===== src/rtl/trena_tx_medida.sv =====
// trena_tx_medida: latches an N-digit BCD measurement on request and sends it
// MSB digit first as ASCII, followed by a terminator, over a 7E1 UART.
// Optional build macro TRENA_TX_CRLF_EN appends CR (0x0D) and LF (0x0A)
// after the terminator.
`timescale 1ns/1ps

module trena_tx_medida #(
    parameter int unsigned N_DIGITOS      = 3,
    parameter int unsigned CICLOS_POR_BIT = 434,
    parameter logic [6:0]  TERMINADOR     = 7'h23
) (
    input  logic                   clock,
    input  logic                   reset,
    input  logic                   enviar,
    input  logic [4*N_DIGITOS-1:0] medida,
    output logic                   saida_serial,
    output logic                   ocupado,
    output logic                   pronto,
    output logic [2:0]             db_estado
);

    localparam int unsigned CW = (CICLOS_POR_BIT > 1) ? $clog2(CICLOS_POR_BIT) : 1;
    localparam logic [CW-1:0] CICLO_MAX = CW'(CICLOS_POR_BIT - 1);
`ifdef TRENA_TX_CRLF_EN
    localparam logic [3:0] ULTIMO = 4'(N_DIGITOS + 2);
`else
    localparam logic [3:0] ULTIMO = 4'(N_DIGITOS);
`endif

    localparam logic [2:0] OCIOSO  = 3'd0;
    localparam logic [2:0] CARREGA = 3'd1;
    localparam logic [2:0] BITS    = 3'd2;
    localparam logic [2:0] PROXIMO = 3'd3;
    localparam logic [2:0] FIM     = 3'd4;

    logic [2:0]             estado;
    logic [4*N_DIGITOS-1:0] medida_reg;
    logic [3:0]             indice;
    logic [3:0]             contador_bits;
    logic [CW-1:0]          contador_ciclos;
    logic [9:0]             quadro;
    logic [3:0]             digito;
    logic [6:0]             caractere;

    // Pick the digit addressed by the index; index 0 is the most-significant digit.
    always_comb begin
        digito = 4'd0;
        for (int i = 0; i < N_DIGITOS; i++) begin
            if (indice == 4'(N_DIGITOS - 1 - i)) begin
                digito = medida_reg[4*i +: 4];
            end
        end
    end

    // Map the current index to its 7-bit ASCII character.
    always_comb begin
        caractere = TERMINADOR;
        if (indice < 4'(N_DIGITOS)) begin
            caractere = (digito <= 4'd9) ? (7'h30 + {3'b000, digito}) : 7'h3F;
        end
`ifdef TRENA_TX_CRLF_EN
        else if (indice == 4'(N_DIGITOS + 1)) begin
            caractere = 7'h0D;
        end else if (indice == 4'(N_DIGITOS + 2)) begin
            caractere = 7'h0A;
        end
`endif
    end

    // Sequencer, bit timing and registered line output.
    always_ff @(posedge clock) begin
        if (reset) begin
            estado          <= OCIOSO;
            medida_reg      <= '0;
            indice          <= 4'd0;
            contador_bits   <= 4'd0;
            contador_ciclos <= '0;
            quadro          <= '0;
            saida_serial    <= 1'b1;
            pronto          <= 1'b0;
        end else begin
            // pronto follows FIM by one cycle so it marks the end of the idle FIM slot
            pronto <= (estado == FIM);
            case (estado)
                OCIOSO: begin
                    if (enviar) begin
                        medida_reg <= medida;
                        indice     <= 4'd0;
                        estado     <= CARREGA;
                    end
                end
                CARREGA: begin
                    quadro          <= {1'b1, ^caractere, caractere, 1'b0};
                    contador_bits   <= 4'd0;
                    contador_ciclos <= '0;
                    saida_serial    <= 1'b0;
                    estado          <= BITS;
                end
                BITS: begin
                    if (contador_ciclos == CICLO_MAX) begin
                        contador_ciclos <= '0;
                        if (contador_bits == 4'd9) begin
                            saida_serial <= 1'b1;
                            estado       <= (indice == ULTIMO) ? FIM : PROXIMO;
                        end else begin
                            // quadro shifts right; bit 1 is always the next bit to send
                            contador_bits <= contador_bits + 4'd1;
                            saida_serial  <= quadro[1];
                            quadro        <= {1'b1, quadro[9:1]};
                        end
                    end else begin
                        contador_ciclos <= contador_ciclos + 1'b1;
                    end
                end
                PROXIMO: begin
                    indice <= indice + 4'd1;
                    estado <= CARREGA;
                end
                FIM: begin
                    estado <= OCIOSO;
                end
                default: begin
                    estado <= OCIOSO;
                end
            endcase
        end
    end

    assign ocupado   = (estado != OCIOSO) | pronto;
    assign db_estado = estado;

endmodule


===== config.mk =====
export PLATFORM = sky130hd
export DESIGN_NAME = trena_tx_medida
export DESIGN_NICKNAME = d
export VERILOG_FILES = /design/src/rtl/trena_tx_medida.sv
export SDC_FILE = /design/constraint.sdc
export NUM_CORES = 1
export LEC_CHECK = 0
export ABC_AREA = 0
export CORE_MARGIN = 2
export CORE_UTILIZATION = 45
export DETAILED_ROUTE_END_ITERATION = 12
export PLACE_DENSITY = 0.74
export SYNTH_ARGS = -nofsm -noshare
export SYNTH_HDL_FRONTEND = slang
export SYNTH_SLANG_ARGS = --single-unit

===== constraint.sdc =====
create_clock -name clock -period 4.3 [get_ports clock]
set_input_delay 1.075 -clock clock [delete_from_list [all_inputs] [get_ports clock]]
set_output_delay 1.075 -clock clock [all_outputs]
set_load 0.005 [all_outputs]

=== After elaboration in Yosys (flattened, before gate mapping) ===
Index checks and enable logic that the tools add are counted.

* Memories: 0
* RAM bits: 0
* Flip-flop bits (word level): 44
* Logic and storage cells: 62
* Bits in latches: 0
* Memory bits (read-only): 0
* Output and inout port bits: 6
* Bits of input ports: 15

* Reductions and logical operators: 11
* $mul: 0
* Shift operators: 0
* $lt $le $gt $ge: 2
* Equal/unequal tests: 13
* Mux-type cells: 23
* Divide/modulo/power cells: 0
* Bitwise logic cells: 1
* Add/subtract/negate cells: 4

{| class="wikitable"
|+ Operators by type and width
! kind !! number
|-
| 2-to-1 mux 4 bit || 6
|-
| 2-to-1 mux 10 bit || 2
|-
| case mux 10 bit (2 select lines) || 1
|-
| case mux 9 bit (2 select lines) || 1
|-
| case mux 4 bit (2 select lines) || 2
|-
| 2-to-1 mux 7 bit || 2
|-
| 2-to-1 mux 3 bit || 4
|-
| case mux 3 bit (4 select lines) || 1
|-
| adder 9 x 1 -> 9 bit, second input constant || 1
|-
| equality test 9 bit, second input constant || 1
|-
| 2-to-1 mux 9 bit || 1
|-
| adder 4 x 1 -> 4 bit, second input constant || 2
|-
| equality test 4 x 2 -> 1 bit, second input constant || 2
|-
| != test 2 bit, second input constant || 4
|-
| adder 6 x 4 -> 7 bit, first input constant || 1
|-
| XOR reduction 7 bit || 1
|-
| equality test 3 x 2 -> 1 bit, second input constant || 2
|-
| AND reduction 2 bit || 3
|-
| AND reduction 3 bit || 2
|-
| equality test 4 x 1 -> 1 bit, second input constant || 1
|-
| equality test 4 bit, second input constant || 1
|-
| less-or-equal comparator 4 bit, second input constant || 1
|-
| logical NOT 4 bit || 1
|-
| < comparator 4 x 2 -> 1 bit, second input constant || 1
|-
| other kinds (8) || 10
|}

=== Longest topological paths before layout ===
* Word-level depth: 9
* Mapped depth: 8
* Depth with buffers taken out: 7

=== Worst setup path after synthesis ===
Ideal clock, no wire load.

* Kind: register to output
* From: register estado[2], in the netlist db_estado[2]
* To: output port ocupado
* Data required time: 3,225 ps
* Data arrival time: 866 ps
* Path buffers: 1
* Slack: 2,359 ps
* Cell stages (with the launch flop): 4
* Cell sequence: dfxtp_1 buf_2 nor3_1 nand2b_1

* Cells in the longest elaborated chain, start to end: 2

{| class="wikitable"
|+ RTL lines
! item !! line !! RTL
|-
| start: declaration || 36 || <nowiki>logic [2:0] estado;</nowiki>
|-
| start signal: assignment || 104 || <nowiki>estado <= (indice == ULTIMO) ? FIM : PROXIMO;</nowiki>
|-
| nonzero test 3 bit || 129 || <nowiki>assign ocupado = (estado != OCIOSO) | pronto;</nowiki>
|-
| bitwise OR 1 bit || 129 ||
|-
| end: declaration || 17 || <nowiki>output logic ocupado,</nowiki>
|}

Every way passes these cells.

=== Final worst setup path ===
Same ends and word-level chain as after synthesis.

==> results <==
- The final hold violation count is 0.
- For this block, the initial DRC count from the detailed router was 86.
- By area the synthesized netlist is led by dfxtp_1, a21oi_1, nand2_1, ha_1, nor2_1.
- The number of setup violations in the final report is 0.
- The post-CTS setup buffer count is 0.
- The post-synthesis instance area is 0.002213 sq mm.
- Across all layers, the routed design uses about 1,900 vias.
- The final worst hold slack is 0.4571 ns.
- The post-route DRC violation count is 0.
- The worst setup path is launched from a flop.
- In the final layout, the share of cells above drive strength 1 is ~7.5%.
- In the routed layout, each cell is associated on average with a via count of 5.440.
- The die covers ~0.0055 sq mm.
- The vertical die dimension is 74.13 microns.
- The number of different library cells used by synthesis comes to 54.
- Pin placement for this block handled 21 I/O pins.
- The number of levels the H-tree was split into is 2.
- Sequential cells were found to cover 38.89% of the synthesized design area.
- The mean cell area of the mapped netlist is 8.352 sq um.
- Overall power consumption after layout is estimated at 1.131 mW.
- The synthesized design contains 43 register bits.
- The actual slew at the worst max-slew pin is a little under 0.7 ns.
- In this run the clock root is driven by a clkbuf_8.
- The layout net count is 303.
- The layout overhead on the synthesized area is 14.36%.
- The combined buffer and inverter count along the critical path is 1.
- The worst hold path belongs to the class flop to flop.
- Clock tree synthesis found a total of 43 sinks.
- The aggregate global-route resource usage is 18.30%.
- The register with the most flip-flops in the layout has 12 of them.
- The number of hold-repair buffers added at the cts stage is 0.
- The finished cells cover between 0.002 and 0.003 sq mm.
- In the final timing run, aggregate negative setup slack is 0 ns.
- The first detailed-routing pass took 4 iterations.
- Derived from the worst setup path, the maximum achievable clock frequency is ~360 MHz.
- The cell-internal power is 0.7475 mW.
- The initial utilization of the core area, before any placement, comes to 46.86%.
- The warning count from the yosys run is 0.
- Entering global routing, the biggest net connects 25 pins.
- The commonest cells after synthesis are dfxtp_1, nand2_1, a21oi_1, nor2_1.
- Sequential cells burn 43.7% of the power.
- The most common cell in the synthesized netlist is dfxtp_1.
- The largest total area in the synthesized netlist belongs to dfxtp_1.
- Clock latency on the worst-skew pair, taken at its later pin, is 0.29 ns.
- The count of final max-slew check failures came to 0.
- The total of fill cells in the finished design is 461.
- The cell with the biggest individual delay on the critical path is dfxtp_1.
- Synthesis handed over a netlist of 265 instances.
- The detail route stage leaves a number of antenna-violating nets equal to 0.
- In the finished design, the share of the clock period the worst path needs comes to 65.19%.
- The final weighted congestion in routability-driven placement is 0.8091.
- The initial antenna violation count is 0.
- The number of max-capacitance violations reported is 0.
- Counting flops with an async set or reset pin after synthesis yields a share of 0%.
- The maximum resistive drop on vdd is 0.2251 mV.
- Combinational logic is responsible for 31.5% of the overall power.
- The width of the chip is between 70 and 80 microns.
- STA classifies the critical path endpoint as an output port.
- TritonCTS built the clock tree.
- The number of synthesized flops with an enable pin is 0.
- The stage delay of the slowest cell on the critical path is 0.66 ns.
- The reported leakage power is 0.9231 nW.
- The net switching power of the design is 0.3836 mW.
- The count of input and output buffers is 20.
- The share of Yosys cell area claimed by the top area cell type is around two fifths.
- The placed cell area is 0.002431 sq mm.
- The first global-routing pass estimated between 7 and 8 mm of wire.
- Detailed placement ended at an HPWL of ~3.3 mm.
- The net count after synthesis is 288.
- Summed over all layers, the global routing overflow is 0.
- The total area inside the core boundary comes to 0.004723 sq mm.
- Broken down by cell family, the worst path's largest delay share belongs to flip-flops.
- Setup repair after global routing left no endpoint under its margin.
- The clock group share of total power is 24.8%.
- The worst setup path is of the flop to output port kind.
- The worst max-slew margin expressed relative to the limit is 53.94%.
- Traced cell by cell, the critical path runs through nor3_1, nand2b_1, clkdlybuf4s50_1.
- The run finished with clean final reports.
- After detailed routing, the average wire length per cell comes to 13.37 microns.
- The clock period could shrink to approximately 2.8 ns.
- Cells fill 53.59% of the core in the end.
- After clock tree synthesis, the clock-pin slew on the worst setup and hold paths is 0.08 ns.
- For this run, the leading register cell type out of synthesis is dfxtp_1.
- The number of global-route vias before repair came to 1,737.
- Net switching is 33.91% of the power.
- Row generation in the floorplan step produced 25 rows.
- The post-cts repair resize count is 0.
- Between clock sinks in the finished design, the worst skew comes to 0.004327 ns.
- At the worst endpoint, the required time is 3.22 ns.
- The worst-path maximum fanout is 14.
- In this run the deepest clock path goes through 2 buffers.
- For the worst setup path, the data arrival time is 1.73 ns.
- The number of clock buffers inserted by TritonCTS is 5.
- The final wirelength is 4.653 mm.
- The total power per unit cell area is between 400 and 500 mW/mm^2.
- The repair_antennas step left the layout with diodes totalling 0.
cells in the final DEF (no fill, tap or decap), types with 2 or more instances in the layout:
cell | netlist | layout
dfxtp_1 | 43 | 43
nand2_1 | 38 | 38
a21oi_1 | 33 | 33
nor2_1 | 26 | 26
clkdlybuf4s50_1 | 0 | 20
inv_1 | 11 | 11
nand3b_1 | 11 | 11
ha_1 | 8 | 8
nand3_1 | 7 | 7
o21ai_0 | 7 | 7
clkbuf_8 | 0 | 7
nor3_1 | 6 | 6
and3_1 | 4 | 4
nor3_2 | 4 | 4
o211ai_1 | 4 | 4
nand2b_1 | 3 | 3
nor2b_1 | 3 | 3
a31oi_1 | 3 | 3
a221o_1 | 3 | 3
nor4_1 | 2 | 2
xnor2_1 | 2 | 2
or3_1 | 2 | 2
a221oi_1 | 2 | 2
a211oi_1 | 2 | 2
layer usage:
metal	up-vias	part of all wire, %	track usage [%]
met1	896	50	23.83
met3	4	3.0	4.065
met2	24	46	29.96
li1	969	-	-
met5	-	0	0
met4	0	1.4	6.465
through the flow:
stage | std cells | setup slack (ns)
2_1_floorplan | 265 | 2.359
3_3_place_gp | 340 | 1.607
3_5_place_dp | 340 | 1.503
4_1_cts | 348 | 1.492
5_1_grt | 348 | 1.371
6_report | 348 | 1.497
final cells by class:
class / instances / area [sq um] / share of cell area (%)
inverters: 11 / 41.29 / 1.631
clock buffers: 8 / 100.1 / 3.955
well taps: 67 / 83.83 / 3.312
repair buffers: 21 / 207.7 / 8.206
multi-input cells: 198 / 1237 / 48.89
flip-flops and latches: 43 / 860.8 / 34.01
power by group through the flow:
stage	clock network [mW]	logic (mW)	registers, mW
final	0.280	0.357	0.494
after global routing	0.304	0.398	0.502
after CTS	0.290	0.358	0.493
after detailed placement	0	0.357	0.501
after global placement	0	0.351	0.501
after floorplan	0	0.277	0.493
worst paths after layout:
path / cells past startpoint / startpoint / end / slack, ns
max: 3 / db_estado[2] / ocupado / 1.50
max reg2reg: 5 / db_estado[2] / quadro[1] / 2.03
min reg2reg: 2 / medida_reg[0] / medida_reg[0] / 0.46
min: 2 / medida_reg[0] / medida_reg[0] / 0.46
cell families after synthesis:
| kind of cell | count (synthesis) | synth area share (%) |
|---|---|---|
| AOI/OAI and AO/OA | 67 | 20.46 |
| xor gates and xnor gates | 4 | 2.205 |
| DFF | 43 | 38.89 |
| and+or+nand+nor | 119 | 28.72 |
| buffers and inverters | 24 | 5.201 |
| adders and majority gates | 8 | 4.523 |
worst reg2reg max path, stage by stage (launching register included):
cell and delay [ns]:
dfxtp_1 0.48, or3b_1 0.55, a21oi_2 0.50, or3_1 0.41, nand2_1 0.10, a21oi_1 0.16
No activity file was read; power rests on OpenSTA's default activity.
